**src/rtl/mem_pkg.sv**
```systemverilog
// Shared types, constants and lane helpers for the memory access unit.
// The optional read-modify-write path is selected with MEM_ACCESS_RMW_EN.
package mem_pkg;

    localparam int unsigned XLEN   = 32;
    localparam int unsigned RD_W   = 5;
    localparam int unsigned F3_W_B = 3;

    localparam logic [XLEN-1:0] GPIO_ADDR = 32'hFFFF_FFFF;

    typedef enum logic [F3_W_B-1:0] {
        F3_B  = 3'b000,
        F3_H  = 3'b001,
        F3_W  = 3'b010,
        F3_BU = 3'b100,
        F3_HU = 3'b101
    } funct3_e;

    typedef enum logic [1:0] {
        OPLEN_BYTE = 2'd0,
        OPLEN_HALF = 2'd1,
        OPLEN_WORD = 2'd2
    } oplen_e;

    typedef enum logic [2:0] {
        ST_IDLE,
        ST_RD,
        ST_RD_WAIT,
        ST_WR,
        ST_WR_WAIT,
        ST_RESP
    } state_e;

    // Request fields held for the life of one transaction.
    typedef struct packed {
        logic [F3_W_B-1:0] funct3;
        logic [XLEN-1:0]   addr;
        logic [RD_W-1:0]   rd;
    } mem_req_t;

    function automatic oplen_e oplen_of(input logic [F3_W_B-1:0] funct3);
        case (funct3)
            F3_B, F3_BU: return OPLEN_BYTE;
            F3_H, F3_HU: return OPLEN_HALF;
            default:     return OPLEN_WORD;
        endcase
    endfunction

    function automatic logic is_sub_word(input logic [F3_W_B-1:0] funct3);
        return (funct3 == F3_B) || (funct3 == F3_H) || (funct3 == F3_BU) || (funct3 == F3_HU);
    endfunction

    function automatic logic misaligned(input logic [F3_W_B-1:0] funct3, input logic [1:0] lo);
        case (funct3)
            F3_H, F3_HU: return lo[0];
            F3_W:        return |lo;
            default:     return 1'b0;
        endcase
    endfunction

    function automatic logic [4:0] lane_shift(input logic [F3_W_B-1:0] funct3, input logic [1:0] lo);
        case (funct3)
            F3_B, F3_BU: return {lo, 3'b000};
            F3_H, F3_HU: return {lo[1], 4'b0000};
            default:     return 5'd0;
        endcase
    endfunction

    function automatic logic [XLEN-1:0] lane_mask(input logic [F3_W_B-1:0] funct3, input logic [1:0] lo);
        case (funct3)
            F3_B, F3_BU: return 32'h0000_00FF << lane_shift(funct3, lo);
            F3_H, F3_HU: return 32'h0000_FFFF << lane_shift(funct3, lo);
            default:     return 32'hFFFF_FFFF;
        endcase
    endfunction

    // Store data moved onto its byte lanes, other lanes zero.
    function automatic logic [XLEN-1:0] store_lane(input logic [XLEN-1:0] wdata,
                                                   input logic [F3_W_B-1:0] funct3,
                                                   input logic [1:0] lo);
        return (wdata << lane_shift(funct3, lo)) & lane_mask(funct3, lo);
    endfunction

    // Sub-word store data merged into a previously read word.
    function automatic logic [XLEN-1:0] merge_lane(input logic [XLEN-1:0] word,
                                                   input logic [XLEN-1:0] wdata,
                                                   input logic [F3_W_B-1:0] funct3,
                                                   input logic [1:0] lo);
        return (word & ~lane_mask(funct3, lo)) | store_lane(wdata, funct3, lo);
    endfunction

endpackage

```
**src/rtl/mem_load_align.sv**
```systemverilog
// Load data lane selection with sign/zero extension; bypass returns the raw word.
module mem_load_align
    import mem_pkg::*;
(
    input  logic [XLEN-1:0]   word,
    input  logic [1:0]        lane,
    input  logic [F3_W_B-1:0] funct3,
    input  logic              bypass,
    output logic [XLEN-1:0]   data_c
);

    logic [7:0]  byte_sel;
    logic [15:0] half_sel;

    always_comb begin
        byte_sel = 8'(word >> {lane, 3'b000});
        half_sel = lane[1] ? word[31:16] : word[15:0];
        data_c   = word;
        if (!bypass) begin
            case (funct3)
                F3_B:    data_c = {{24{byte_sel[7]}}, byte_sel};
                F3_BU:   data_c = {24'd0, byte_sel};
                F3_H:    data_c = {{16{half_sel[15]}}, half_sel};
                F3_HU:   data_c = {16'd0, half_sel};
                default: data_c = word;
            endcase
        end
    end

endmodule

```
**src/rtl/mem_access_unit.sv**
```systemverilog
// Load/store unit between the pipeline and a single-port RAM with timeout.
// Define MEM_ACCESS_RMW_EN to turn byte/half stores into read-modify-write.
module mem_access_unit
    import mem_pkg::*;
#(
    parameter int unsigned TIMEOUT_CYCLES = 16
) (
    input  logic              clk,
    input  logic              rst,
    input  logic              req_valid,
    output logic              req_ready,
    input  logic              req_we,
    input  logic [F3_W_B-1:0] req_funct3,
    input  logic [XLEN-1:0]   req_addr,
    input  logic [XLEN-1:0]   req_wdata,
    input  logic [RD_W-1:0]   req_rd,
    output logic              resp_valid,
    output logic [XLEN-1:0]   resp_data,
    output logic [RD_W-1:0]   resp_rd,
    output logic              resp_err,
    output logic              mem_enable,
    output logic              mem_we,
    output logic [XLEN-1:0]   mem_addr,
    output logic [1:0]        mem_oplen,
    output logic [XLEN-1:0]   mem_data,
    input  logic              mem_valid,
    input  logic [XLEN-1:0]   mem_result
);

    localparam int unsigned CNT_W = $clog2(TIMEOUT_CYCLES + 1);
    localparam logic [CNT_W-1:0] CNT_LAST = CNT_W'(TIMEOUT_CYCLES - 1);

    state_e            state_q, state_d;
    mem_req_t          req_q, req_d;
    logic [XLEN-1:0]   data_q, data_d;
    logic              rmw_q, rmw_d;
    logic [CNT_W-1:0]  cnt_q, cnt_d;
    logic              req_ready_q, req_ready_d;
    logic              resp_valid_q, resp_valid_d;
    logic [XLEN-1:0]   resp_data_q, resp_data_d;
    logic [RD_W-1:0]   resp_rd_q, resp_rd_d;
    logic              resp_err_q, resp_err_d;
    logic              mem_enable_q, mem_enable_d;
    logic              mem_we_q, mem_we_d;
    logic [XLEN-1:0]   mem_addr_q, mem_addr_d;
    oplen_e            mem_oplen_q, mem_oplen_d;
    logic [XLEN-1:0]   mem_data_q, mem_data_d;

    logic              gpio_in_c, misalign_in_c, rmw_in_c, gpio_q_c, expired_c;
    oplen_e            acc_oplen_c;
    logic [XLEN-1:0]   load_c;

    mem_load_align u_load_align (
        .word   (mem_result),
        .lane   (req_q.addr[1:0]),
        .funct3 (req_q.funct3),
        .bypass (gpio_q_c),
        .data_c (load_c)
    );

    always_comb begin
        gpio_in_c     = (req_addr == GPIO_ADDR);
        misalign_in_c = !gpio_in_c && misaligned(req_funct3, req_addr[1:0]);
`ifdef MEM_ACCESS_RMW_EN
        rmw_in_c      = req_we && !gpio_in_c && is_sub_word(req_funct3);
`else
        rmw_in_c      = 1'b0;
`endif
        gpio_q_c      = (req_q.addr == GPIO_ADDR);
        // RMW and GPIO accesses always move a full word.
        acc_oplen_c   = (rmw_q || gpio_q_c) ? OPLEN_WORD : oplen_of(req_q.funct3);
        expired_c     = (cnt_q == CNT_LAST);
    end

    always_comb begin
        state_d      = state_q;
        req_d        = req_q;
        data_d       = data_q;
        rmw_d        = rmw_q;
        cnt_d        = cnt_q;
        req_ready_d  = req_ready_q;
        resp_valid_d = 1'b0;
        resp_data_d  = resp_data_q;
        resp_rd_d    = resp_rd_q;
        resp_err_d   = resp_err_q;
        mem_enable_d = 1'b0;
        mem_we_d     = mem_we_q;
        mem_addr_d   = mem_addr_q;
        mem_oplen_d  = mem_oplen_q;
        mem_data_d   = mem_data_q;

        case (state_q)
            ST_IDLE: begin
                if (req_valid && req_ready_q) begin
                    req_d       = '{funct3: req_funct3, addr: req_addr, rd: req_rd};
                    rmw_d       = rmw_in_c;
                    data_d      = (gpio_in_c || rmw_in_c) ? req_wdata
                                                          : store_lane(req_wdata, req_funct3, req_addr[1:0]);
                    req_ready_d = 1'b0;
                    if (misalign_in_c) begin
                        state_d      = ST_RESP;
                        resp_valid_d = 1'b1;
                        resp_err_d   = 1'b1;
                        resp_data_d  = '0;
                        resp_rd_d    = req_rd;
                    end else if (req_we && !rmw_in_c) begin
                        state_d = ST_WR;
                    end else begin
                        state_d = ST_RD;
                    end
                end
            end
            ST_RD: begin
                mem_enable_d = 1'b1;
                mem_we_d     = 1'b0;
                mem_addr_d   = req_q.addr;
                mem_oplen_d  = acc_oplen_c;
                cnt_d        = '0;
                state_d      = ST_RD_WAIT;
            end
            ST_RD_WAIT: begin
                if (mem_valid && rmw_q) begin
                    data_d  = merge_lane(mem_result, data_q, req_q.funct3, req_q.addr[1:0]);
                    state_d = ST_WR;
                end else if (mem_valid || expired_c) begin
                    state_d      = ST_RESP;
                    resp_valid_d = 1'b1;
                    resp_err_d   = !mem_valid;
                    resp_data_d  = mem_valid ? load_c : '0;
                    resp_rd_d    = req_q.rd;
                end else begin
                    cnt_d = CNT_W'(cnt_q + 1'b1);
                end
            end
            ST_WR: begin
                mem_enable_d = 1'b1;
                mem_we_d     = 1'b1;
                mem_addr_d   = req_q.addr;
                mem_oplen_d  = acc_oplen_c;
                mem_data_d   = data_q;
                cnt_d        = '0;
                state_d      = ST_WR_WAIT;
            end
            ST_WR_WAIT: begin
                if (mem_valid || expired_c) begin
                    state_d      = ST_RESP;
                    resp_valid_d = 1'b1;
                    resp_err_d   = !mem_valid;
                    resp_data_d  = '0;
                    resp_rd_d    = req_q.rd;
                end else begin
                    cnt_d = CNT_W'(cnt_q + 1'b1);
                end
            end
            ST_RESP: begin
                state_d     = ST_IDLE;
                req_ready_d = 1'b1;
            end
            default: begin
                state_d     = ST_IDLE;
                req_ready_d = 1'b1;
            end
        endcase
    end

    always_ff @(posedge clk) begin
        if (rst) begin
            state_q      <= ST_IDLE;
            req_q        <= '0;
            data_q       <= '0;
            rmw_q        <= 1'b0;
            cnt_q        <= '0;
            req_ready_q  <= 1'b1;
            resp_valid_q <= 1'b0;
            resp_data_q  <= '0;
            resp_rd_q    <= '0;
            resp_err_q   <= 1'b0;
            mem_enable_q <= 1'b0;
            mem_we_q     <= 1'b0;
            mem_addr_q   <= '0;
            mem_oplen_q  <= OPLEN_BYTE;
            mem_data_q   <= '0;
        end else begin
            state_q      <= state_d;
            req_q        <= req_d;
            data_q       <= data_d;
            rmw_q        <= rmw_d;
            cnt_q        <= cnt_d;
            req_ready_q  <= req_ready_d;
            resp_valid_q <= resp_valid_d;
            resp_data_q  <= resp_data_d;
            resp_rd_q    <= resp_rd_d;
            resp_err_q   <= resp_err_d;
            mem_enable_q <= mem_enable_d;
            mem_we_q     <= mem_we_d;
            mem_addr_q   <= mem_addr_d;
            mem_oplen_q  <= mem_oplen_d;
            mem_data_q   <= mem_data_d;
        end
    end

    assign req_ready  = req_ready_q;
    assign resp_valid = resp_valid_q;
    assign resp_data  = resp_data_q;
    assign resp_rd    = resp_rd_q;
    assign resp_err   = resp_err_q;
    assign mem_enable = mem_enable_q;
    assign mem_we     = mem_we_q;
    assign mem_addr   = mem_addr_q;
    assign mem_oplen  = mem_oplen_q;
    assign mem_data   = mem_data_q;

endmodule

```
**config.mk**
```make
export PLATFORM = sky130hd
export DESIGN_NAME = mem_access_unit
export DESIGN_NICKNAME = d
export VERILOG_FILES = /design/src/rtl/mem_pkg.sv /design/src/rtl/mem_load_align.sv /design/src/rtl/mem_access_unit.sv
export SDC_FILE = /design/constraint.sdc
export NUM_CORES = 1
export LEC_CHECK = 0
export ABC_AREA = 1
export CORE_ASPECT_RATIO = 0.75
export CORE_MARGIN = 5
export CORE_UTILIZATION = 45
export DETAILED_ROUTE_END_ITERATION = 8
export GPL_TIMING_DRIVEN = 0
export PLACE_DENSITY = 0.73
export SYNTH_ARGS = -nofsm -noshare
export SYNTH_HDL_FRONTEND = slang
export SYNTH_SLANG_ARGS = --single-unit
```
**constraint.sdc**
```tcl
create_clock -name clk -period 2.66 [get_ports clk]
set_input_delay 0.266 -clock clk [delete_from_list [all_inputs] [get_ports clk]]
set_output_delay 0.266 -clock clk [all_outputs]
set_load 0.02 [all_outputs]
```
======== Word-level counts from Yosys, hierarchy flattened ========
Cells that the tools add are included.
cells by class
  add/sub/neg operators ................... 1
  equal/unequal tests ..................... 20
  bitwise operators ....................... 3
  reductions and logical operators ........ 27
  shift operators ......................... 4
  multiplexer cells ....................... 50
operators with widths
  cell                   count
  $mux 32                11
  $pmux 32 s4            1
  $pmux 32 s3            1
  $eq 32x32->1 const B   2
  $pmux 32 s2            1
  $mux 5                 12
  $and 32x32->32         1
  $shl 16x5->32 const A  1
  $shl 32x5->32          1
  $shl 8x5->32 const A   1
  $shr 32x5->8           1
  $pmux 5 s2             3
  $mux 16                1
  $eq 3x3->1 const B     5
  $reduce_or 2->1        7
  $pmux 3 s4             1
  $ne 2x2->1 const B     5
  $pmux 1 s2             5
  $eq 3x1->1 const B     3
  $eq 3x2->1 const B     3
  $logic_not 3->1        3
  $mux 3                 3
  $mux 1                 8
  $reduce_and 2->1       4
  15 further kinds       21
storage, ports and cells
  input port bits ......................... 109
  word-level logic and storage cells ...... 121
  register bits after elaboration ......... 188
  output and inout port bits .............. 108

======== Depth between registers and ports, before layout ========
Gate-level depths: netlist (run 1).
  word-level depth ........................ 13
  gate-level depth with buffers ........... 13
  gate-level depth less buffers ........... 11

======== By module ========
Synthesis (run 1) repeated with hierarchy kept, for this count alone.
second synthesis, totals
  cells, all modules ...................... 1263
  area, all modules ....................... 8675.8 µm²
by module, submodules not included
  module           times used  sequential area each (µm²)  cells an instance  area each (µm²)
  mem_access_unit  1           3763.6                      1068               7827.5
  mem_load_align   1           0.0                         195                848.3

======== Least setup slack after synthesis (run 1) ========
No wires, ideal clock.
  path type ............................... reg-to-reg
  start point ............................. reg cnt_q[0]
  end point ............................... reg resp_data_q[12], in the netlist resp_data[12]
  data required time ...................... 2.589 ns
  setup time .............................. 0.071 ns
  cell stages (with the launch flop) ...... 14
  slack ................................... 0.899 ns
  data arrival time ....................... 1.690 ns
  buffers on the path ..................... 2
  clock period less this slack ............ 1.761 ns
  path through ............................ dfxtp_1 ha_1 nand2_1 nor2_1 ha_1 nor2_1 nand2_2 nand2_1 nor2_1 nand2_2 buf_6 buf_12 nand2_2 a21oi_2
between the ends
  longest elaborated chain between the ends .. 4
  elaborated cells on any way between the ends .. 5
  those cells by class .................... 3 x eq/ne; 2 x reduce/logical
RTL lines
  element                       line                                            RTL
  from (decl)                   mem_access_unit.sv:37                           logic [CNT_W-1:0] cnt_q, cnt_d;
  from (signal assigned)        mem_access_unit.sv:188                          cnt_q <= cnt_d;
  $eq 5x4->1 *                  mem_access_unit.sv:72                           expired_c = (cnt_q == CNT_LAST);
  $logic_or 1x1->1 *            mem_access_unit.sv:125, mem_access_unit.sv:145
  $ne 2x2->1 (no line)          -
  $reduce_and 5->1 (no line) *  -
  to (signal assigned)          mem_access_unit.sv:191                          resp_data_q <= resp_data_d;
  to (decl)                     mem_access_unit.sv:40                           logic [XLEN-1:0] resp_data_q, resp_data_d;
Every way passes the cells marked *; elsewhere a longest branch is shown, timed or not.
A chain may end at the register's enable or synchronous reset.

======== Worst setup path after layout (run 1) ========
  start point ............................. reg state_q[2]
  end point ............................... reg mem_data_q[12], in the netlist mem_data[12]
between the ends
  longest elaborated chain between the ends .. 1
RTL lines
  element                 line                    RTL
  from (decl)             mem_access_unit.sv:33   state_e state_q, state_d;
  from (signal assigned)  mem_access_unit.sv:184  state_q <= state_d;
  $eq 3x2->1              mem_access_unit.sv:92   case (state_q)
  to (signal assigned)    mem_access_unit.sv:198  mem_data_q <= mem_data_d;
  to (decl)               mem_access_unit.sv:47   logic [XLEN-1:0] mem_data_q, mem_data_d;
No other way between the ends.

==> results of run 1 <==
[critical path: cells and delay by family, from the launching register on]
family,cells,cell delay [ns]
buf+inv,3,0.97
simple gates,2,0.66
flops,1,0.36
compound gates,1,0.11
[cell usage in the layout, fill, tap and decap left out, types with 2 or more instances in the layout]
cell and count:
buf_1 5, mux2_2 5, clkinv_8 3, nand2_1 279, nand2_2 27, clkdlybuf4s50_1 216, bufinv_16 2, clkbuf_16 17
dfxtp_1 188, nor2_1 151, buf_12 2, o21ai_1 2, nor2_4 2, nand4_1 17, nor2_2 5, clkbuf_1 49
buf_2 10, o21ai_0 189, a21oi_2 20, nor3_1 12, inv_8 4, ha_1 2, inv_1 120, inv_6 3
nand3_1 30, buf_4 3, a21oi_1 121, nand3_2 2, a21o_1 5, o211ai_1 7
[flip-flops by register name, summed over array words and instances (netlist names), 2 cells and up]
register / flops
state_q: 3
mem_addr: 32
mem_oplen: 2
resp_data: 32
cnt_q: 5
resp_rd: 5
req_q: 40
mem_data: 32
data_q: 32
[power breakdown]
| group | switching (W) | leakage [nW] | total, W | internal, W |
|---|---|---|---|---|
| clock | 0.00126 | 0.304 | 0.00270 | 0.00144 |
| sequential | 0.000452 | 1.54 | 0.00406 | 0.00361 |
| combinational | 0.00307 | 2.97 | 0.00492 | 0.00185 |
| total | 0.00478 | 4.82 | 0.0117 | 0.00691 |
[how the worst min path moves through the flow]
stage                       end  slack (ns)          from  depth (start not counted)
floorplan             req_q[26]        0.40  req_addr[21]                          2
global placement    mem_data[1]        0.43     data_q[1]                          2
detailed placement  mem_data[6]        0.44     data_q[6]                          2
CTS                    req_q[2]        0.45     req_rd[2]                          3
global route           req_q[2]        0.45     req_rd[2]                          3
finish                 req_q[0]        0.44     req_rd[0]                          3
[layout make-up]
type	instances	share of cell area
multi-input combinational	883	0.351
timing repair buffer	216	0.183
clock buffer	17	0.0361
buffer	70	0.0277
clock inverter	15	0.0171
inverter	122	0.0388
tap	253	0.0268
sequential	188	0.319
[logic make-up (layout without fill, tap and decap cells)]
group | after synthesis | after routing | share of synthesized area
AOI/OAI and AO/OA | 349 | 349 | 0.215
adders and majority gates | 2 | 2 | 0.00288
buffers and inverters | 192 | 440 | 0.0903
DFF | 188 | 188 | 0.433
muxes | 5 | 5 | 0.00648
and+or+nand+nor | 527 | 527 | 0.252
[per-layer routing]
layer | up-vias | track usage | share of wire
met4 | 0 | 0.0549 | 0.011
met3 | 32 | 0.0463 | 0.078
met1 | 4217 | 0.394 | 0.48
met2 | 406 | 0.390 | 0.44
li1 | 4563 | - | -
met5 | - | 0 | 0
[per-stage QoR]
| step | cell area, sq um | instances | util |
|---|---|---|---|
| final | 11800 | 1764 | 0.615 |
| after global routing | 11800 | 1764 | 0.615 |
| after CTS | 11800 | 1764 | 0.615 |
| after detailed placement | 11200 | 1732 | 0.583 |
| after global placement | 11200 | 1732 | 0.583 |
| after floorplan | 8680 | 1263 | - |
==> flow_summary.yaml, run 1 <==
critical_path:
  crit_top_cell: "nor2_2"
  startpoint: "state_q[2]"
  cpPeakStageDelay_ns: 0.45
  reg2reg_depth: 6
  path_cells: "nor2_2, inv_2, nor2_2, clkbuf_1, buf_2, a21oi_1"
  cp_data_arrival_time_ns: 2.54
  r2r_slack_ns: 0.44
  worstSetupEndpointType: "flip-flop"
  endpoint: "mem_data[12]"
  path_max_fanout: 10
  critPathSlowestCell: "clkbuf_1"
  criticalPathCategory: "reg2reg"
  r2r-end: "mem_data[12]"
  worstPathRequired_ns: 2.99
  start_kind: "flip-flop"
  timing.rr.start: "state_q[2]"
power:
  power_density_nw_per_um2: 991
  total_power_w: 0.0117
  peakVddDrop_mv: 0.548
  leakagePower_nw: 4.82
yosys:
  syn-mean-instance-area_sq_um: 6.88
  ys.flop_type: "dfxtp_1"
  netlist_instances: 1263
  yosys-top-cells-count: "nand2_1 (279), o21ai_0 (189), dfxtp_1 (188)"
  yosys.area.top_type: "dfxtp_1"
  synth_seq_area_share: 0.433
  ys_warn_count: 0
  synth_nets: 1374
  ys_async_sr_fraction: 0
  ys_types: 34
  yosysMostFrequentCell: "nand2_1"
  synth_area_leaders: "dfxtp_1 (43%), nand2_1 (12%), o21ai_0 (11%)"
  synth.top_cell.area_share: 0.433
  synth-edff-count: 0
  syn_area_sq_um: 8680
  synth_seq_cells: 188
clock_tree:
  cts_tree: "built"
  clockRootBuffer: "clkbuf_16"
  cts_inserted_buffers: 17
  postCtsSetupRepairBufs: 0
  cts.reportedPaths.clkPinSlew_ns: 0.08
  insertion_delay_ns: 0.44
  ctsHoldBuffers: 0
  htree_levels: 4
  clockBufferDepth: 2
  cts_sinks: 188
  cts-resized-gates: 0
timing:
  worst_slack_ns: 0.443
  max_freq_mhz: 451
  tns_ns: 0
  slew_headroom: 0.418
  finalCritPeriodShare: 0.834
  rsz0062_at_grt: "no"
  setup_violations: 0
  slew_violations: 0
  finClkSkew_ns: 0.0190
  fin_crit_ns: 2.22
  worst_hold_slack_ns: 0.444
  worstMarginPinSlew_ns: 0.866
  finalHoldViolations: 0
die:
  start_util: 0.453
  core_sq_um: 19200
  num_rows: 44
  dieHeight_um: 130
  die_w_um: 170
  dieArea_sq_um: 22200
  ios: 217
cells_and_area:
  regArea_sq_um: 3760
  final_nets: 1609
  area_delta_synth_final_pct: 35.8
  num_antenna_cells: 0
  fillers: 1771
  drive_above_1_share: 0.0741
  multiInputGateArea_sq_um: 4140
drt:
  wl_per_cell_um: 16.7
  vias: 9218
  avgViaCountPerCell: 5.23
  drtPass1Iterations: 6
  drcViolationCount: 0
  wl_um: 29400
  ant_nets: 0
  drtIter0Drc: 788
global_routing:
  first_global_vias: 8554
  grt_pass1_wl_um: 45700
  grt.overflow.total: 0
  grt_max_degree: 20
  grt_util_all_layers: 0.261
  antenna_found_initial: 0
run_status:
  status: "finished, final reports clean"
placed_design:
  io_buffers: 216
  dp_hpwl_um: 22800
  gp_congestion: 0.947
  dp_slack_ns: 0.226
run:
  drv_cap: 0
min_path:
  hp-class: "in2reg"
(Power assumes the default switching activity.)
==> run 2, diff against run 1 <==
Clock period 2.66 ns to 2.2 ns, I/O delays scaled along.
==> run 2 against run 1 <==
Against the previous run:
- cell count unchanged
- critical path depth up 7
- total power up 21%
- worst setup slack worse by 0.32 ns
- combinational power up 21%
- first-iteration DRC count up 14%
- flip-flop and latch count unchanged
- critical endpoint is now resp_data[19]
- largest power group unchanged
==> flow_summary.yaml, run 2 (synthesis results as in run 1) <==
run_status:
  status: "finished, final reports clean"
global_routing:
  use_met2: 0.390
  grt_pass1_wl_um: 45700
  grt_max_degree: 20
  grt.overflow.total: 0
  antenna_found_initial: 0
  grt_util_met1: 0.394
  first_global_vias: 8554
  top_usage_layer: "met1"
  grtUsageMet3: 0.0463
  grt_util_all_layers: 0.261
placed_design:
  dp_slack_ns: -0.188
  io_buffers: 216
  dp_hpwl_um: 22800
  gp_congestion: 0.947
  dpl.cell_count: 1732
cells_and_area:
  final_nets: 1609
  max_flop_register: "req_q"
  area_delta_synth_final_pct: 36.0
  layout_common_cells: "nand2_1 (278), clkdlybuf4s50_1 (216), o21ai_0 (189)"
  largest_reg_flops: 40
  drive_above_1_share: 0.0761
  fin_cells: 1764
  num_antenna_cells: 0
  fillers: 1770
  layout_commonest_cell: "nand2_1"
drt:
  ant_nets: 0
  wl_per_cell_um: 16.7
  drtIter0Drc: 899
  vias: 9205
  drcViolationCount: 0
  wl_um: 29500
  avgViaCountPerCell: 5.22
  drtPass1Iterations: 6
power:
  leakagePower_nw: 4.82
  seqPwrFrac: 0.347
  p_sw_w: 0.00581
  power_density_nw_per_um2: 1200
  p_int_w: 0.00836
  combPwrFrac: 0.421
  p_sw_frac: 0.410
  p_clk_frac: 0.232
  peakVddDrop_mv: 0.665
clock_tree:
  cts_inserted_buffers: 17
  postCtsSetupRepairBufs: 0
  cts_tree: "built"
  cts.reportedPaths.clkPinSlew_ns: 0.08
  cts-resized-gates: 0
  insertion_delay_ns: 0.44
  cts_sinks: 188
  ctsHoldBuffers: 0
  clockBufferDepth: 2
  clockRootBuffer: "clkbuf_16"
  htree_levels: 4
critical_path:
  r2r_slack_ns: 0.13
  worstSetupEndpointType: "flip-flop"
  worstPathRequired_ns: 2.48
  startpoint: "cnt_q[0]"
  timing.rr.start: "cnt_q[0]"
  endpoint: "resp_data[19]"
  cp_data_arrival_time_ns: 2.36
  criticalPathCategory: "reg2reg"
  path_max_fanout: 10
  start_kind: "flip-flop"
  reg2reg_depth: 13
  r2r-end: "resp_data[19]"
run:
  drv_cap: 0
die:
  start_util: 0.453
  dieHeight_um: 130
  num_rows: 44
  ios: 217
  core_sq_um: 19200
  die_w_um: 170
  dieArea_sq_um: 22200
timing:
  finalCritPeriodShare: 0.943
  max_freq_mhz: 482
  worst_slack_ns: 0.126
  slew_violations: 0
  finClkSkew_ns: 0.0219
  slew_headroom: 0.422
  finalHoldViolations: 0
  worstMarginPinSlew_ns: 0.860
  rsz0062_at_grt: "no"
  setup_violations: 0
  fin_crit_ns: 2.07
min_path:
  hp-class: "in2reg"
-- run 2: cell types whose count changed in the layout (fill, tap and decap cells not counted), sizes merged --
| cell | before | now |
|---|---|---|
| buf | 21 | 20 |
| clkbuf | 66 | 67 |
-- run 2: power groups by stage --
stage / clock network (W) / logic, W / registers, W
floorplan: 0 / 0.00329 / 0.00534
global placement: 0 / 0.00580 / 0.00494
detailed placement: 0 / 0.00589 / 0.00496
CTS: 0.00330 / 0.00592 / 0.00490
global route: 0.00345 / 0.00660 / 0.00502
finish: 0.00329 / 0.00597 / 0.00491
-- run 2: worst min-delay path by stage --
stage | startpoint | to | slack (ns) | cells after the start
after global placement | data_q[1] | mem_data[1] | 0.43 | 2
after detailed placement | data_q[6] | mem_data[6] | 0.44 | 2
after floorplan | req_addr[21] | req_q[26] | 0.35 | 2
after global routing | req_rd[2] | req_q[2] | 0.40 | 3
after CTS | req_rd[2] | req_q[2] | 0.40 | 3
final | req_rd[2] | req_q[2] | 0.40 | 3
-- run 2: layout make-up --
| class | instances | area, sq um | area share |
|---|---|---|---|
| multi-input combinational | 883 | 4150 | 0.352 |
| sequential | 188 | 3760 | 0.319 |
| timing repair buffer | 216 | 2160 | 0.183 |
| inverter | 122 | 458 | 0.0388 |
| clock buffer | 17 | 425 | 0.0360 |
| buffer | 70 | 329 | 0.0279 |
| tap | 253 | 317 | 0.0268 |
| clock inverter | 15 | 201 | 0.0171 |
-- run 2: metal layers --
layer  wire, um  part of all wire
met1      14400              0.49
met2      12800              0.43
met3       2020             0.068
met4        333             0.011
met5          0                 0
-- run 2: metrics by stage --
step | util | area, sq um | setup TNS [ns] | power, W | hold slack [ns]
final | 0.616 | 11800 | 0 | 0.0142 | 0.398
after global routing | 0.616 | 11800 | 0 | 0.0151 | 0.401
after CTS | 0.615 | 11800 | 0 | 0.0141 | 0.400
after detailed placement | 0.583 | 11200 | -5.49 | 0.0108 | 0.438
after global placement | 0.583 | 11200 | -3.55 | 0.0107 | 0.429
after floorplan | - | 8680 | 0 | 0.00862 | 0.355
-- run 2: critical path: stages, from the launching register on --
cell,delay (ns)
dfxtp_1,0.40
ha_1,0.21
nand2_1,0.08
nor2_1,0.09
ha_1,0.17
nor2_1,0.06
nand2_2,0.13
nand2_2,0.09
nor2_1,0.13
nand2_2,0.12
buf_6,0.17
buf_12,0.15
nand2_2,0.06
a21oi_2,0.05
==> run 3, diff against run 2 <==
Settings changed: ABC_CLOCK_PERIOD_IN_PS set to 1700, PLACE_DENSITY 0.73 to 0.76.
Clock period 2.2 ns to 1.7 ns, I/O delays scaled along.
==> run 3 against run 2 <==
Against the previous run:
- the flow now finishes with violations (setup timing)
- total power rose by 42%
- first-iteration DRC count grew 3.2%
- non-clock buffer count up 29
- critical path type unchanged
==> flow_summary.yaml, run 3 (synthesis results as in run 1) <==
clock_tree:
  insertion_delay_ns: 0.45
  cts_tree: "built"
  cts_sinks: 188
  clockRootBuffer: "clkbuf_16"
  cts.reportedPaths.clkPinSlew_ns: 0.08
  ctsHoldBuffers: 0
  htree_levels: 4
  clockBufferDepth: 2
  cts_inserted_buffers: 17
cells_and_area:
  drive_above_1_share: 0.145
  final_nets: 1638
  layout_common_cells: "nand2_1 (258), clkdlybuf4s50_1 (215), dfxtp_1 (183)"
  final_area_sq_um: 12500
  layout_commonest_cell: "nand2_1"
  area_delta_synth_final_pct: 44.3
  post-route-util: 0.654
  num_antenna_cells: 0
  largest_reg_flops: 40
  max_flop_register: "req_q"
timing:
  finalHoldViolations: 0
  rsz0062_at_grt: "yes"
  tns_ns: -3.98
  worstMarginPinSlew_ns: 0.817
  max_freq_mhz: 534
  setup_violations: 37
  fin_crit_ns: 1.87
  finalCritPeriodShare: 1.10
  worst_slack_ns: -0.172
  finClkSkew_ns: 0.0179
  slew_violations: 0
  slew_headroom: 0.455
global_routing:
  grt_util_all_layers: 0.261
  grt.overflow.total: 0
  grt_pass1_wl_um: 46100
  grt_max_degree: 20
  antenna_found_initial: 0
  first_global_vias: 8803
run:
  drv_cap: 0
placed_design:
  dp_hpwl_um: 22600
  gp_congestion: 0.953
  dp_slack_ns: -0.572
  placed_cell_area_sq_um: 11200
  io_buffers: 216
critical_path:
  start_kind: "flip-flop"
  criticalPathCategory: "reg2reg"
  path_max_fanout: 7
  startpoint: "cnt_q[0]"
  reg2reg_depth: 13
  worstPathRequired_ns: 2.02
  timing.rr.start: "cnt_q[0]"
  r2r_slack_ns: -0.17
  worstSetupEndpointType: "flip-flop"
  r2r-end: "resp_data[11]"
  cp_data_arrival_time_ns: 2.19
power:
  power_density_nw_per_um2: 1600
  leakagePower_nw: 5.22
  peakVddDrop_mv: 0.860
run_status:
  status: "complete, but fails checks"
  violations: "setup timing"
min_path:
  min_path_cells: 3
  hp-class: "in2reg"
  hold_start: "req_addr[0]"
  min_to: "req_q[5]"
drt:
  wl_per_cell_um: 17.2
  wl_um: 30800
  drcViolationCount: 0
  drtIter0Drc: 928
  drtPass1Iterations: 5
  avgViaCountPerCell: 5.36
  ant_nets: 0
  vias: 9605
die:
  num_rows: 44
  die_w_um: 170
  core_sq_um: 19200
  dieArea_sq_um: 22200
  start_util: 0.453
  ios: 217
  dieHeight_um: 130
[run 3: worst max-delay path, stage by stage (launching register included)]
cell and delay (ns):
dfxtp_4 0.36, ha_4 0.14, nand2_4 0.06, nor2_4 0.13
ha_4 0.16, nor2_4 0.03, nand2_2 0.10, nand2_4 0.07
nor2_4 0.13, nand2_4 0.10, buf_12 0.16, clkbuf_16 0.16
nand2_2 0.08, a21oi_2 0.07
[run 3: layout make-up]
| type | count | area, sq um |
|---|---|---|
| Clock inverter | 15 | 174 |
| Inverter | 122 | 459 |
| Fill cell | 1669 | 6630 |
| Multi-Input combinational cell | 883 | 4480 |
| Sequential cell | 188 | 3780 |
| Clock buffer | 17 | 425 |
| Tap cell | 253 | 317 |
| Timing Repair Buffer | 248 | 2490 |
| Buffer | 67 | 403 |
[run 3: power breakdown]
| group | internal (W) | switching (W) |
|---|---|---|
| sequential | 0.00567 | 0.000752 |
| combinational | 0.00404 | 0.00556 |
| clock | 0.00211 | 0.00197 |
| total | 0.0118 | 0.00828 |
[run 3: timing repair]
item | CTS | global route
hold endpoints to repair | 0 | 0
setup endpoints to repair | 149 | 138
gates resized for setup | 44 | 127
pin swaps | 10 | 34
buffers inserted | 11 | 17
gates cloned | 1 | 3
[run 3: layer usage]
layer | part of all wire | up-vias | wire [um] | GRT usage
li1 | - | 4630 | - | -
met1 | 0.45 | 4437 | 13900 | 0.375
met2 | 0.44 | 479 | 13600 | 0.397
met3 | 0.085 | 59 | 2630 | 0.0545
met4 | 0.023 | 0 | 705 | 0.0789
met5 | 0 | - | 0 | 0
[run 3: per-stage QoR]
stage | total power, W | instances | hold slack (ns)
5_1_grt | 0.0212 | 1793 | 0.223
3_3_place_gp | 0.0139 | 1732 | 0.431
3_5_place_dp | 0.0140 | 1732 | 0.433
2_1_floorplan | 0.0112 | 1263 | 0.305
6_report | 0.0201 | 1793 | 0.203
4_1_cts | 0.0186 | 1775 | 0.332
[run 3: how the worst max path moves through the flow]
stage,end,slack [ns],cells past startpoint
after floorplan,resp_data[12],-0.001,13
after global placement,resp_data[19],-0.55,13
after detailed placement,data_q[23],-0.57,11
after CTS,resp_data[7],-0.1,13
after global routing,resp_data[11],-0.24,13
final,resp_data[11],-0.17,13
